File: src/rtl/uart_pkg.sv
// uart_pkg: shared types, line levels and bit-timing helper for the UART transmit path.
`default_nettype none
package uart_pkg;

  typedef enum logic [2:0] {
    IDLE   = 3'd0,
    START  = 3'd1,
    DATA   = 3'd2,
    PARITY = 3'd3,
    STOP   = 3'd4
  } tx_state_t;

  localparam logic START_BIT = 1'b0;
  localparam logic STOP_BIT  = 1'b1;

  function automatic int cycles_per_bit(input int clk_frq, input int baud);
    return clk_frq / baud;
  endfunction

endpackage
`default_nettype wire

File: src/rtl/uart_tx_fifo.sv
// uart_tx_fifo: synchronous circular byte buffer with occupancy counter.
`default_nettype none
module uart_tx_fifo #(
  parameter int DEPTH = 4
) (
  input  logic       clk,
  input  logic       rst,
  input  logic       push,
  input  logic [7:0] din,
  input  logic       pop,
  output logic [7:0] dout,
  output logic       full,
  output logic       empty
);
  localparam int AW = $clog2(DEPTH);
  localparam logic [AW:0] FULL_CNT = DEPTH[AW:0];

  logic [7:0]    mem [DEPTH];
  logic [AW-1:0] wr_ptr;
  logic [AW-1:0] rd_ptr;
  logic [AW:0]   count;
  logic          do_push;
  logic          do_pop;

  assign full    = (count == FULL_CNT);
  assign empty   = (count == '0);
  assign dout    = mem[rd_ptr];
  assign do_push = push && !full;
  assign do_pop  = pop && !empty;

  always_ff @(posedge clk) begin
    if (do_push) mem[wr_ptr] <= din;
  end

  // Pointers wrap naturally because DEPTH is a power of two.
  always_ff @(posedge clk or posedge rst) begin
    if (rst) begin
      wr_ptr <= '0;
      rd_ptr <= '0;
      count  <= '0;
    end else begin
      if (do_push) wr_ptr <= wr_ptr + 1'b1;
      if (do_pop)  rd_ptr <= rd_ptr + 1'b1;
      case ({do_push, do_pop})
        2'b10:   count <= count + 1'b1;
        2'b01:   count <= count - 1'b1;
        default: count <= count;
      endcase
    end
  end

endmodule
`default_nettype wire

File: src/rtl/uart_tx.sv
// uart_tx: buffered UART transmitter, 8N1 by default; 8E1 when UART_TX_PARITY_EN is defined.
`default_nettype none
module uart_tx
  import uart_pkg::*;
#(
  parameter int BAUD       = 9600,
  parameter int CLK_FRQ    = 50_000_000,
  parameter int FIFO_DEPTH = 4
) (
  input  logic       clk,
  input  logic       rst,
  input  logic       axiiv,
  input  logic [7:0] axiid,
  output logic       axiir,
  output logic       axiod,
  output logic       busy
);
  localparam int CPB = cycles_per_bit(CLK_FRQ, BAUD);
  localparam int CW  = (CPB > 1) ? $clog2(CPB) : 1;
  localparam logic [CW-1:0] LAST_CYC = CW'(CPB - 1);

  tx_state_t     state, state_n;
  logic [7:0]    shift, shift_n;
  logic [2:0]    bit_cnt, bit_n;
  logic [CW-1:0] cyc_cnt, cyc_n;
  logic          txd, txd_n;
  logic          last;
  logic          pop;
  logic [7:0]    fifo_dout;
  logic          full;
  logic          empty;
`ifdef UART_TX_PARITY_EN
  logic          par, par_n;
`endif

  uart_tx_fifo #(.DEPTH(FIFO_DEPTH)) u_fifo (
    .clk   (clk),
    .rst   (rst),
    .push  (axiiv),
    .din   (axiid),
    .pop   (pop),
    .dout  (fifo_dout),
    .full  (full),
    .empty (empty)
  );

  assign last  = (cyc_cnt == LAST_CYC);
  assign axiir = !full;
  assign axiod = txd;
  assign busy  = (state != IDLE) || !empty;

  always_comb begin
    state_n = state;
    shift_n = shift;
    bit_n   = bit_cnt;
    txd_n   = txd;
    pop     = 1'b0;
    cyc_n   = last ? '0 : cyc_cnt + 1'b1;
`ifdef UART_TX_PARITY_EN
    par_n   = par;
`endif
    case (state)
      IDLE: begin
        cyc_n = '0;
        txd_n = STOP_BIT;
      end
      START: if (last) begin
        state_n = DATA;
        txd_n   = shift[0];
      end
      DATA: if (last) begin
        shift_n = shift >> 1;
        bit_n   = bit_cnt + 1'b1;
        if (bit_cnt == 3'd7) begin
`ifdef UART_TX_PARITY_EN
          state_n = PARITY;
          txd_n   = par;
`else
          state_n = STOP;
          txd_n   = STOP_BIT;
`endif
        end else begin
          txd_n = shift[1];
        end
      end
`ifdef UART_TX_PARITY_EN
      PARITY: if (last) begin
        state_n = STOP;
        txd_n   = STOP_BIT;
      end
`endif
      STOP: if (last) begin
        state_n = IDLE;
        txd_n   = STOP_BIT;
      end
      default: begin
        state_n = IDLE;
        txd_n   = STOP_BIT;
      end
    endcase
    // A queued byte starts from IDLE or straight out of the last stop-bit cycle (no idle gap).
    if (((state == IDLE) || ((state == STOP) && last)) && !empty) begin
      pop     = 1'b1;
      shift_n = fifo_dout;
      bit_n   = '0;
      cyc_n   = '0;
      txd_n   = START_BIT;
      state_n = START;
`ifdef UART_TX_PARITY_EN
      par_n   = ^fifo_dout;
`endif
    end
  end

  always_ff @(posedge clk or posedge rst) begin
    if (rst) begin
      state   <= IDLE;
      shift   <= '0;
      bit_cnt <= '0;
      cyc_cnt <= '0;
      txd     <= STOP_BIT;
`ifdef UART_TX_PARITY_EN
      par     <= 1'b0;
`endif
    end else begin
      state   <= state_n;
      shift   <= shift_n;
      bit_cnt <= bit_n;
      cyc_cnt <= cyc_n;
      txd     <= txd_n;
`ifdef UART_TX_PARITY_EN
      par     <= par_n;
`endif
    end
  end

endmodule
`default_nettype wire
File: config.mk
export PLATFORM = sky130hd
export DESIGN_NAME = uart_tx
export DESIGN_NICKNAME = d
export VERILOG_FILES = /design/src/rtl/uart_pkg.sv /design/src/rtl/uart_tx_fifo.sv /design/src/rtl/uart_tx.sv
export SDC_FILE = /design/constraint.sdc
export NUM_CORES = 1
export LEC_CHECK = 0
export BUFFER_PORTS_ARGS = -buffer_cell sky130_fd_sc_hd__clkbuf_2
export CAP_MARGIN = 20
export CORE_UTILIZATION = 43
export CTS_CLUSTER_DIAMETER = 200
export DETAILED_ROUTE_END_ITERATION = 8
export HOLD_SLACK_MARGIN = 0.06
export RECOVER_POWER = 50
export SETUP_SLACK_MARGIN = 0.3
export SLEW_MARGIN = 15
export SYNTH_ARGS = -nofsm -noshare
export SYNTH_HDL_FRONTEND = slang
export SYNTH_SLANG_ARGS = --single-unit
File: constraint.sdc
create_clock -name clk -period 3.8 [get_ports clk]
set_input_delay 0.19 -clock clk [delete_from_list [all_inputs] [get_ports clk]]
set_output_delay 0.19 -clock clk [all_outputs]
set_load 0.1 [all_outputs]
==> results, run 1 <==
- The maximum fanout along the worst path is 9.
- The total number of nets in the final design is 264.
- The critical path launch point type is a register.
- The Yosys warning count is 0.
- The most frequently used cell type in the post-synthesis netlist is dfrtp_1.
- In this run, flip-flops and latches consume between 50 and 60% of the power.
- The total power density per cell area is ~510 mW/mm^2.
- The count of TritonRoute iterations in the first routing pass is 4.
- The detailed router placed 1,786 vias in this run.
- After clock tree synthesis, the clock-pin slew on the worst setup and hold paths is 0.08 ns.
- The count of port buffers added during placement is 13.
- The area of the core is 0.00687 sq mm.
- The final reports fail on max-capacitance violations, max-slew violations.
- The final weighted congestion in routability-driven placement is 0.785.
- The number of antenna diodes in the final layout is 0.
- Summed over all layers, the global routing overflow is 0.
- The actual transition at the worst max-transition pin is 1.88 ns.
- The biggest area contributor in the post-synthesis netlist is edfxtp_1.
- The cell chosen for the clock root is clkbuf_8.
- In this run the deepest clock path goes through 2 buffers.
- The number of nets in the synthesized netlist is 240.
- In this run, the number of DRC markers left after iteration 0 of detailed routing was approximately 120.
- After layout, the worst setup slack is 1.13 ns.
- The cell count after synthesis is 220.
- In the final routed layout, each cell accounts on average for 15.0 um.
- Setup repair after global routing left no endpoint under its margin.
- Of the cells placed in the final design, the portion with a size suffix greater than 1 is 18.5%.
- The maximum number of pins on one net before global-route repair is 36.
- The total clock buffers created by CTS is 9.
- In the synthesized netlist the dominant register cell turns out to be dfrtp_1.
- Net switching is approximately a quarter of the power.
- The number of max-cap violations is 1.
- STA puts the critical path data arrival time at 2.94 ns.
- Summing every instance area after synthesis gives 0.00309 sq mm.
- The kind of capture point of the worst setup path is a register.
- The detailed-placement wirelength estimate is 3.53 mm.
- The flow ran to the end, but the final reports show violations.
- The largest clock skew in the final design is 0.0110 ns.
- The standby leakage power is 1.37 nW.
- The wire length of the first global-routing pass is 8.70 mm.
- The effective utilization at floorplan is 45.0%.
- The H-tree was split into 3 levels.
- The overall power is 1.80 mW.
- The global routing usage summed across all routing layers is 15.8%.
- After synthesis the netlist holds a flip-flop and latch count of 67.
- The initial antenna violation count is 0.
- Once detail routing completed, the nets flagged for antenna violations numbered 0.
- Prior to clock tree synthesis, the placed netlist has a worst setup slack of 1.12 ns.
- With fillers left out, the area of the finished cells amounts to around 0.0035 sq mm.
- The area share of the largest cell type after synthesis is 31.1%.
- The layout overhead on the synthesized area is 13.5%.
- The net load switching power is 0.474 mW.
- Of the total power, combinational logic draws 13.0%.
- For this design, the sink count on the clock tree is 67.
- STA puts the critical path data required time at slightly above 4 ns.
- The clock insertion delay at the later pin of the skew report is 0.34 ns.
- The sequential-to-total area share from yosys stat is 59.4%.
- In the synthesized netlist, the cells that appear most often are dfrtp_1 (34), edfxtp_1 (32), nor2_1 (14), inv_1 (10), nand2_1 (9).
- The CTS tree is done.
- The number of design rule violations left after detail routing is 0.
- The max-slew violation count was 36.
- Of all flip-flops after synthesis, the portion carrying an async set or reset was 52.2%.
- The overall die height is 86.8 um.
- Setup violations remaining at the end of the flow were counted as 0.
- By startpoint and endpoint, the worst setup path is classified as register to register.
- 14 I/O pins were placed.
- The number of enable flip-flop cells after synthesis is 32.
- The total wire length is 5.17 mm.
- The floorplan has 30 rows.
- For the finished layout, the period the worst path requires is 2.67 ns.
- The average via count per standard cell is 5.18.
- The internal portion of the total power is 1.32 mW.
- Once placement finished, the instance area stood at about 0.0032 sq mm.
- The die covers 0.00754 sq mm.
- Each instance of the synthesized netlist takes up on average 14.1 sq um.
- The class of the worst hold path is primary input to register.
- The post-route clock period utilization is 70.3%.
- The worst-case IR drop observed on VDD is 0.000362 V.
- The clock share of power is 36.7%.
- The via count of the first global-routing pass is between 1.5k and 2k.
- The unique cell type count in the Yosys netlist is 53.
- The die span in x is 86.8 um.
- The worst slew margin relative to its limit is -25.0%.
- For the final routed database, the setup TNS stands at 0 ns.
- The number of endpoints with negative hold slack in the final report is 0.
- Static timing analysis puts the maximum clock frequency at 374 MHz.
- After synthesis, the cell types taking the most area are edfxtp_1 (31%), dfrtp_1 (28%), mux4_1 (3.4%), ha_1 (3.2%), mux4_2 (2.9%).
[power groups by stage]
stage	clock network (mW)	registers (mW)	logic (mW)
final	0.661	0.905	0.233
after global routing	0.707	0.913	0.259
after CTS	0.678	0.906	0.242
after detailed placement	0	0.921	0.235
after global placement	0	0.919	0.231
after floorplan	0	0.908	0.177
[area by class of cell]
class,instances,area [sq um]
clock inverters,7,98.8
multi-input cells,135,1160
clock buffers,9,124
well taps,96,120
flip-flops and latches,67,1840
fillers,601,3360
repair buffers,21,129
inverters,10,37.5
[registers in the layout, summed over array words and instances (netlist names)]
signal / count
state: 3
u_fifo.count: 3
u_fifo.rd_ptr: 2
bit_cnt: 3
axiod: 1
u_fifo.mem: 32
shift: 8
u_fifo.wr_ptr: 2
cyc_cnt: 13
[stage by stage]
step | std cells | hold WS [ns] | util [%]
final | 345 | 0.144 | 51.1
after global routing | 345 | 0.134 | 51.1
after CTS | 345 | 0.0613 | 51.3
after detailed placement | 322 | 0.297 | 47.0
after global placement | 322 | 0.296 | 47.0
after floorplan | 220 | 0.289 | -
[final timing paths]
path / from / end / slack, ns / depth (start not counted)
setup / recovery: cyc_cnt[0] / u_fifo.count[2] / 1.13 / 10
hold / removal: axiid[0] / u_fifo.mem[0][0] / 0.14 / 1
setup reg to reg: cyc_cnt[0] / u_fifo.count[2] / 1.13 / 10
hold reg to reg: cyc_cnt[0] / cyc_cnt[0] / 0.49 / 1
max in group asynchronous: rst / state[1] / 1.67 / 4
min in group asynchronous: rst / cyc_cnt[4] / 1.04 / 4
[cells by family (layout without fill, tap and decap cells)]
family,Yosys count,count (layout),share of synthesized area (%)
XOR/XNOR,16,16,4.53
multiplexers,16,16,9.18
adder cells (fa/ha/maj),9,9,3.88
buffers and inverters,18,47,2.95
flip-flops,67,67,59.4
AND/OR/NAND/NOR,71,71,14.3
AO/OA/AOI/OAI,23,23,5.74
[layer usage]
metal	wire [um]	track usage (%)
met1	2660	22.0
met2	2270	22.7
met3	146	4.29
met4	91	8.18
met5	0	0
[cells in the final DEF (no fill, tap or decap), types with 5 or more instances in the layout]
cell type / count
ha_1: 8
dfrtp_1: 34
a21oi_1: 7
clkbuf_2: 5
and3_1: 5
nand4_1: 5
nand3_1: 7
dlygate4sd3_1: 7
xnor2_1: 8
nor2_1: 14
nand2_1: 9
clkbuf_8: 9
xor2_1: 8
inv_1: 10
edfxtp_1: 32
nor3_1: 6
clkbuf_1: 9
mux2_2: 7
[worst max-delay path, stage by stage, from the launching register on]
cell and delay, ns:
dfrtp_1 0.39, ha_1 0.28, and4bb_2 0.28, a31oi_1 0.13, nor2_2 0.38, ha_1 0.27, inv_1 0.06, fa_1 0.37
xor2_1 0.17, nor2_1 0.11, xor2_1 0.15
[timing repair]
| item | 4_1_cts | 5_1_grt |
|---|---|---|
| endpoints found under the hold margin | 57 | 0 |
| gates resized for setup | 0 | 0 |
| hold buffers | 7 | 0 |
| setup buffers | 0 | 0 |
Power figures use the tool's default switching activity.
==> run 2, diff against run 1 <==
- clock period: 3.8 -> 2.38 ns (I/O delays scaled with it)
==> results, run 2 (same netlist as run 1, synthesis figures left out) <==
- The CTS tree is done.
- The initial antenna violation count is 0.
- The area of the core is between 0.006 and 0.007 sq mm.
- The worst path in the final design needs a cycle of 2.11 ns, including I/O delays and setup.
- Input and output buffers added on the ports amount to 13.
- The routed layout has 1,892 vias.
- The critical path in this run is classified as register to register.
- The number of design rule violations left after detail routing is 0.
- The global routing usage summed across all routing layers is 16.3%.
- The clock tree synthesis step divided the H-tree into 3 levels.
- The clock drives 67 sinks.
- After detailed routing, the number of vias per cell comes to 5.07.
- The final weighted congestion in routability-driven placement is 0.783.
- The detailed router finished its first iteration with 111 violations.
- The wire length of the first global-routing pass is between 9 and 10 mm.
- The longest clock path from root to sink contains 2 buffers.
- The maximum frequency from static timing analysis is between 400 and 500 MHz.
- The count of TritonRoute iterations in the first routing pass is 4.
- Summed over all cells, the static leakage comes to around 1.5 nW.
- The total grt overflow is 0.
- The register with the most flip-flops in the final layout is u_fifo.mem.
- The flow ran to the end, and the final reports show no timing, DRC or antenna violations.
- The residual antenna-violating net count after detailed routing is 0.
- The critical path required time is 2.63 ns.
- The total number of nets in the final design is 292.
- The max-slew violation count was 0.
- The register area is 0.00184 sq mm.
- In this run the worst hold path is classified as primary input to register.
- The maximum fanout along the worst path is 2.
- The total wire length is 5.56 mm.
- In the final layout, the registers with the most flip-flops are u_fifo.mem x32, cyc_cnt x13, shift x8.
- The total negative slack is 0 ns.
- The number of endpoints with negative hold slack in the final report is 0.
- The number of inserted diodes is 0.
- Measured against its own limit, the worst slew margin works out to 40.7%.
- The worst endpoint data arrival time is 2.36 ns.
- The area used by multi-input combinational logic is 0.00124 sq mm.
- The count of placed standard cells including taps is 334.
- TritonCTS created 9 clock buffers.
- The tool flagged a number of max-cap violations equal to 0.
- The detailed-placement wirelength estimate is 3.74 mm.
- On the final layout, the worst clock skew is roughly 0.0094 ns.
- The total power density per cell area is ~730 mW/mm^2.
- The die span in x is 86.8 um.
- The mean routed wirelength per cell is 14.9 um.
- Setup repair after global routing could not meet its margin everywhere.
- The floorplan row count is 30.
- The top cell types in the final layout, fill and taps aside, are dfrtp_1 (32), edfxtp_1 (32), buf_4 (25).
- The final non-filler cell total is between 300 and 400.
- The maximum number of pins on one net before global-route repair is 36.
- Relative to the synthesized area, the layout overhead comes to 21.8%.
- The final-report setup violation count is 0.
- For the worst-skew pair, the clock arrives at the later sink with an insertion delay of roughly 0.34 ns.
- The peak supply drop is 0.000691 V.
- The final standard cell area without fillers is roughly 0.0038 sq mm.
- The flip-flop count of the largest register after layout is 32.
- The worst setup path is launched from a register.
- Measured along the y axis, the die boundary spans 86.8 um.
- The worst setup path is captured at a register.
- The die covers approximately 0.0075 sq mm.
- The clock slew at the register clock pins of the worst setup and hold paths is 0.08 ns.
- The fraction of final layout cells sized beyond drive strength 1 is 30.3%.
- Dividing the final minimum period by the clock period gives between 80% and 90%.
- The actual transition at the worst max-transition pin is 0.890 ns.
- The cell chosen for the clock root is clkbuf_8.
- For this configuration, the core starts out at a cell density of 45.0%.
- The via count of the first global-routing pass was 1,843.
- The placed cell area is between 0.003 and 0.004 sq mm.
- The number of inserted filler cells in the final layout is 579.
- In this run the count of I/O pins placed on the die edge is 14.
-- run 2: cell types whose count changed in the layout (fill, tap and decap cells not counted), sizes merged --
cell | previous run | this run
inv | 12 | 14
clkinv | 3 | 2
dlygate4sd3 | 7 | 9
bufinv | 2 | 0
clkinvlp | 0 | 1
buf | 0 | 26
-- run 2: timing repair --
action                     in CTS  in global routing
resized for setup               3                  2
setup buffers                  11                  3
hold endpoints to repair       66                  0
hold buffers                    9                  0
pin swaps                       8                  4
setup endpoints to repair       2                  6
-- run 2: final timing paths --
check | start | end | slack (ns) | cells past startpoint
max | cyc_cnt[8] | u_fifo.count[2] | 0.27 | 9
min | axiiv | u_fifo.wr_ptr[0] | 0.15 | 3
max reg2reg | cyc_cnt[8] | u_fifo.count[2] | 0.27 | 9
min reg2reg | shift[6] | shift[5] | 0.51 | 1
max in group asynchronous | rst | u_fifo.count[2] | 1.19 | 4
min in group asynchronous | rst | cyc_cnt[1] | 0.57 | 4
-- run 2: worst max-delay path, stage by stage, from the launching register on --
cell     delay [ns]
dfrtp_2        0.43
nor4b_4        0.36
a31oi_4        0.15
nor2_4         0.14
ha_4           0.15
inv_2          0.03
fa_2           0.32
xor2_1         0.16
nor2_1         0.11
xor2_1         0.17
-- run 2: final cells by class --
cell class                      instances  area share (%)
Tap cell                               96            3.19
Inverter                               10           0.997
Clock buffer                            9            3.29
Clock inverter                          7            1.56
Timing Repair Buffer                   49            9.27
Multi-Input combinational cell        135            32.8
Sequential cell                        67            48.9
-- run 2: through the flow --
step | util [%] | hold slack [ns] | power (mW) | setup WS, ns
global placement | 49.3 | 0.228 | 1.88 | 0.219
finish | 54.8 | 0.147 | 2.74 | 0.274
floorplan | - | 0.218 | 1.76 | 0.161
CTS | 54.6 | 0.129 | 2.78 | 0.296
global route | 54.8 | 0.160 | 2.88 | 0.171
detailed placement | 49.3 | 0.231 | 1.89 | 0.130
-- run 2: where the power goes --
group / switching (mW) / internal [mW] / leakage [nW]
combinational: 0.255 / 0.160 / 0.672
clock: 0.480 / 0.396 / 0.0925
sequential: 0.0695 / 1.38 / 0.726
total: 0.805 / 1.94 / 1.49
-- run 2: metal layers --
layer / part of all wire, % / GRT usage, %
met5: 0 / 0
met1: 51 / 23.3
met2: 46 / 24.0
met3: 2.8 / 4.29
met4: 0.54 / 5.91
==> run 3, diff against run 2 <==
- CELL_PAD_IN_SITES_DETAIL_PLACEMENT: not set -> 1
- CELL_PAD_IN_SITES_GLOBAL_PLACEMENT: not set -> 1
- PLACE_DENSITY_LB_ADDON: not set -> 0.1
==> results, run 3 (same netlist as run 1, synthesis figures left out) <==
- On the worst path, the slowest cell contributes a delay of 0.43 ns.
- The worst path in the final design needs a cycle of 2.14 ns, including I/O delays and setup.
- The floorplan row count is 30.
- Of the cells placed in the final design, the portion with a size suffix greater than 1 is 27.5%.
- The maximum frequency from static timing analysis is between 400 and 500 MHz.
- The final weighted congestion in routability-driven placement is just over 0.8.
- For the worst setup path, the data arrival time is 2.40 ns.
- TritonCTS built the clock tree.
- The layout overhead on the synthesized area is 19.1%.
- The final-report setup violation count is 0.
- The die span in x is 86.8 um.
- Measured along the y axis, the die boundary spans 86.8 um.
- The critical path goes through inv_1 -> nand3_1 -> and2_4 -> inv_1 -> ha_4 -> inv_2 -> fa_2 -> xor2_1 -> nor2_1 -> xor2_1.
- Max-cap violations in this run came to 0.
- Of all nets on the critical path, the largest fanout is 6.
- STA classifies the critical path startpoint as a register.
- The standby leakage power is 1.44 nW.
- After filler insertion, the fill cell instance count of the layout stands at 681.
- The depth of the CTS H-tree is 3.
- For the worst-skew pair, the clock arrives at the later sink with an insertion delay of ~0.34 ns.
- The kind of critical path is register to register.
- The initial antenna violation count is 0.
- The class of the worst hold path is primary input to register.
- The register with the most flip-flops in the layout has 32 of them.
- More flip-flops sit in one register than any other, and that register is u_fifo.mem.
- The area used by multi-input combinational logic is 0.00122 sq mm.
- The mean routed wirelength per cell is ~18 um.
- The final standard cell area without fillers is between 0.003 and 0.004 sq mm.
- The slowest stage of the critical path belongs to the cell dfrtp_1.
- The final critical path takes up 89.7% of the cycle.
- The count of TritonRoute iterations in the first routing pass is 4.
- Setup repair after global routing could not meet its margin everywhere.
- The first routing iteration left 75 violations.
- The detail route stage leaves a number of antenna-violating nets equal to 0.
- The total clock buffers created by CTS is 9.
- In this design, the largest share of critical-path delay is due to simple AND/OR/NAND/NOR gates.
- The completed layout was analyzed and its total power is 2.72 mW.
- Setup total negative slack on the finished layout was measured at 0 ns.
- The average via count per standard cell is 5.34.
- The actual transition at the worst max-transition pin is 1.05 ns.
- The total number of nets in the final design is 284.
- The clock sink total is 67.
- The number of endpoints with negative hold slack in the final report is 0.
- The number of primary I/O pins is 14.
- STA classifies the critical path endpoint as a register.
- The die area is about 0.0075 sq mm.
- The total grt overflow is 0.
- The number of inserted diodes is 0.
- After floorplanning, the core was sized to cover 0.00687 sq mm.
- Data on the critical path is required at its endpoint by 2.65 ns.
- The cell chosen for the clock root is clkbuf_8.
- The via count is a little under 2k.
- After detailed routing, the number of remaining DRC violations is 0.
- The effective utilization at floorplan is 45.0%.
- The placed cell area is ~0.0034 sq mm.
- The max-slew violation count came to 0.
- The flow ran to the end, and the final reports show no timing, DRC or antenna violations.
- In the layout the commonest cells are dfrtp_1 (32), edfxtp_1 (32), buf_4 (18).
- The deepest clock path buffer count is 2.
- The count of port buffers added during placement is 13.
- The register area is 0.00184 sq mm.
- The first global-routing pass estimated between 10 and 15 mm of wire.
- IR analysis of the VDD net gives a maximum drop of about 0.00063 V.
- The largest registers in the layout are u_fifo.mem x32, cyc_cnt x13, shift x8.
- In this run the power density over the cells is 739 mW/mm^2.
- The largest clock skew in the final design is 0.00874 ns.
- The total wire length is 6.51 mm.
- The via count of the first global-routing pass is between 2k and 2.5k.
- Summed over all nets, the half-perimeter wirelength after detailed placement is around 4.6 mm.
- Headroom to the max-slew limit came out at 29.9%.
- The global routing usage summed across all routing layers is 19.8%.
- The count of buffer and inverter cells on the critical path is 3.
- Entering global routing, the biggest net connects 19 pins.
- The clock slew at the register clock pins of the worst setup and hold paths is about 0.080 ns.
## run 3: final timing paths
| kind | from | end | slack, ns | cells past startpoint |
|---|---|---|---|---|
| max in group asynchronous | rst | cyc_cnt[11] | 0.50 | 4 |
| worst max register to register | u_fifo.count[0] | u_fifo.count[2] | 0.24 | 10 |
| worst min-delay path | axiiv | u_fifo.wr_ptr[0] | 0.16 | 3 |
| min in group asynchronous | rst | bit_cnt[0] | 0.42 | 3 |
| worst max-delay path | u_fifo.count[0] | u_fifo.count[2] | 0.24 | 10 |
| worst min register to register | shift[5] | shift[4] | 0.52 | 1 |
## run 3: metrics by stage
stage                     hold slack, ns  std cells  utilization (%)  setup slack [ns]
after floorplan                    0.218        220                -             0.161
after global placement             0.231        331             48.9             0.210
after detailed placement           0.261        331             48.9             0.151
after CTS                          0.131        364             53.9             0.296
after global routing               0.179        365             53.6             0.111
final                              0.159        365             53.6             0.245
## run 3: worst register-to-register path, delay by kind of cell (launching register included)
family        cells  cell delay, ns
simple gates      3            0.57
fa+ha+maj         2            0.49
flops             1            0.43
xor+xnor          2            0.31
buf+inv           3            0.28
## run 3: timing repair
action / CTS / global route
hold endpoints to repair: 49 / 0
pin swaps: 7 / 1
endpoints found under the setup margin: 2 / 16
hold buffers: 9 / 0
buffers inserted: 8 / 1
resized for setup: 3 / 1
## run 3: per-layer routing
metal,track usage [%],share of wire (%)
met2,34.6,54
met5,0,0
met4,7.73,1.4
met1,23.9,43
met3,4.29,1.6
## run 3: cell type report
class | count | area share (%)
inverter | 10 | 1.02
clock inverter | 7 | 1.49
multi-input combinational | 135 | 33.2
timing repair buffer | 41 | 7.71
tap | 96 | 3.26
clock buffer | 9 | 3.36
sequential | 67 | 50.0
## run 3: report_power, final
part           switching, mW  internal (mW)
combinational          0.269          0.162
clock                  0.467          0.382
sequential            0.0604           1.38
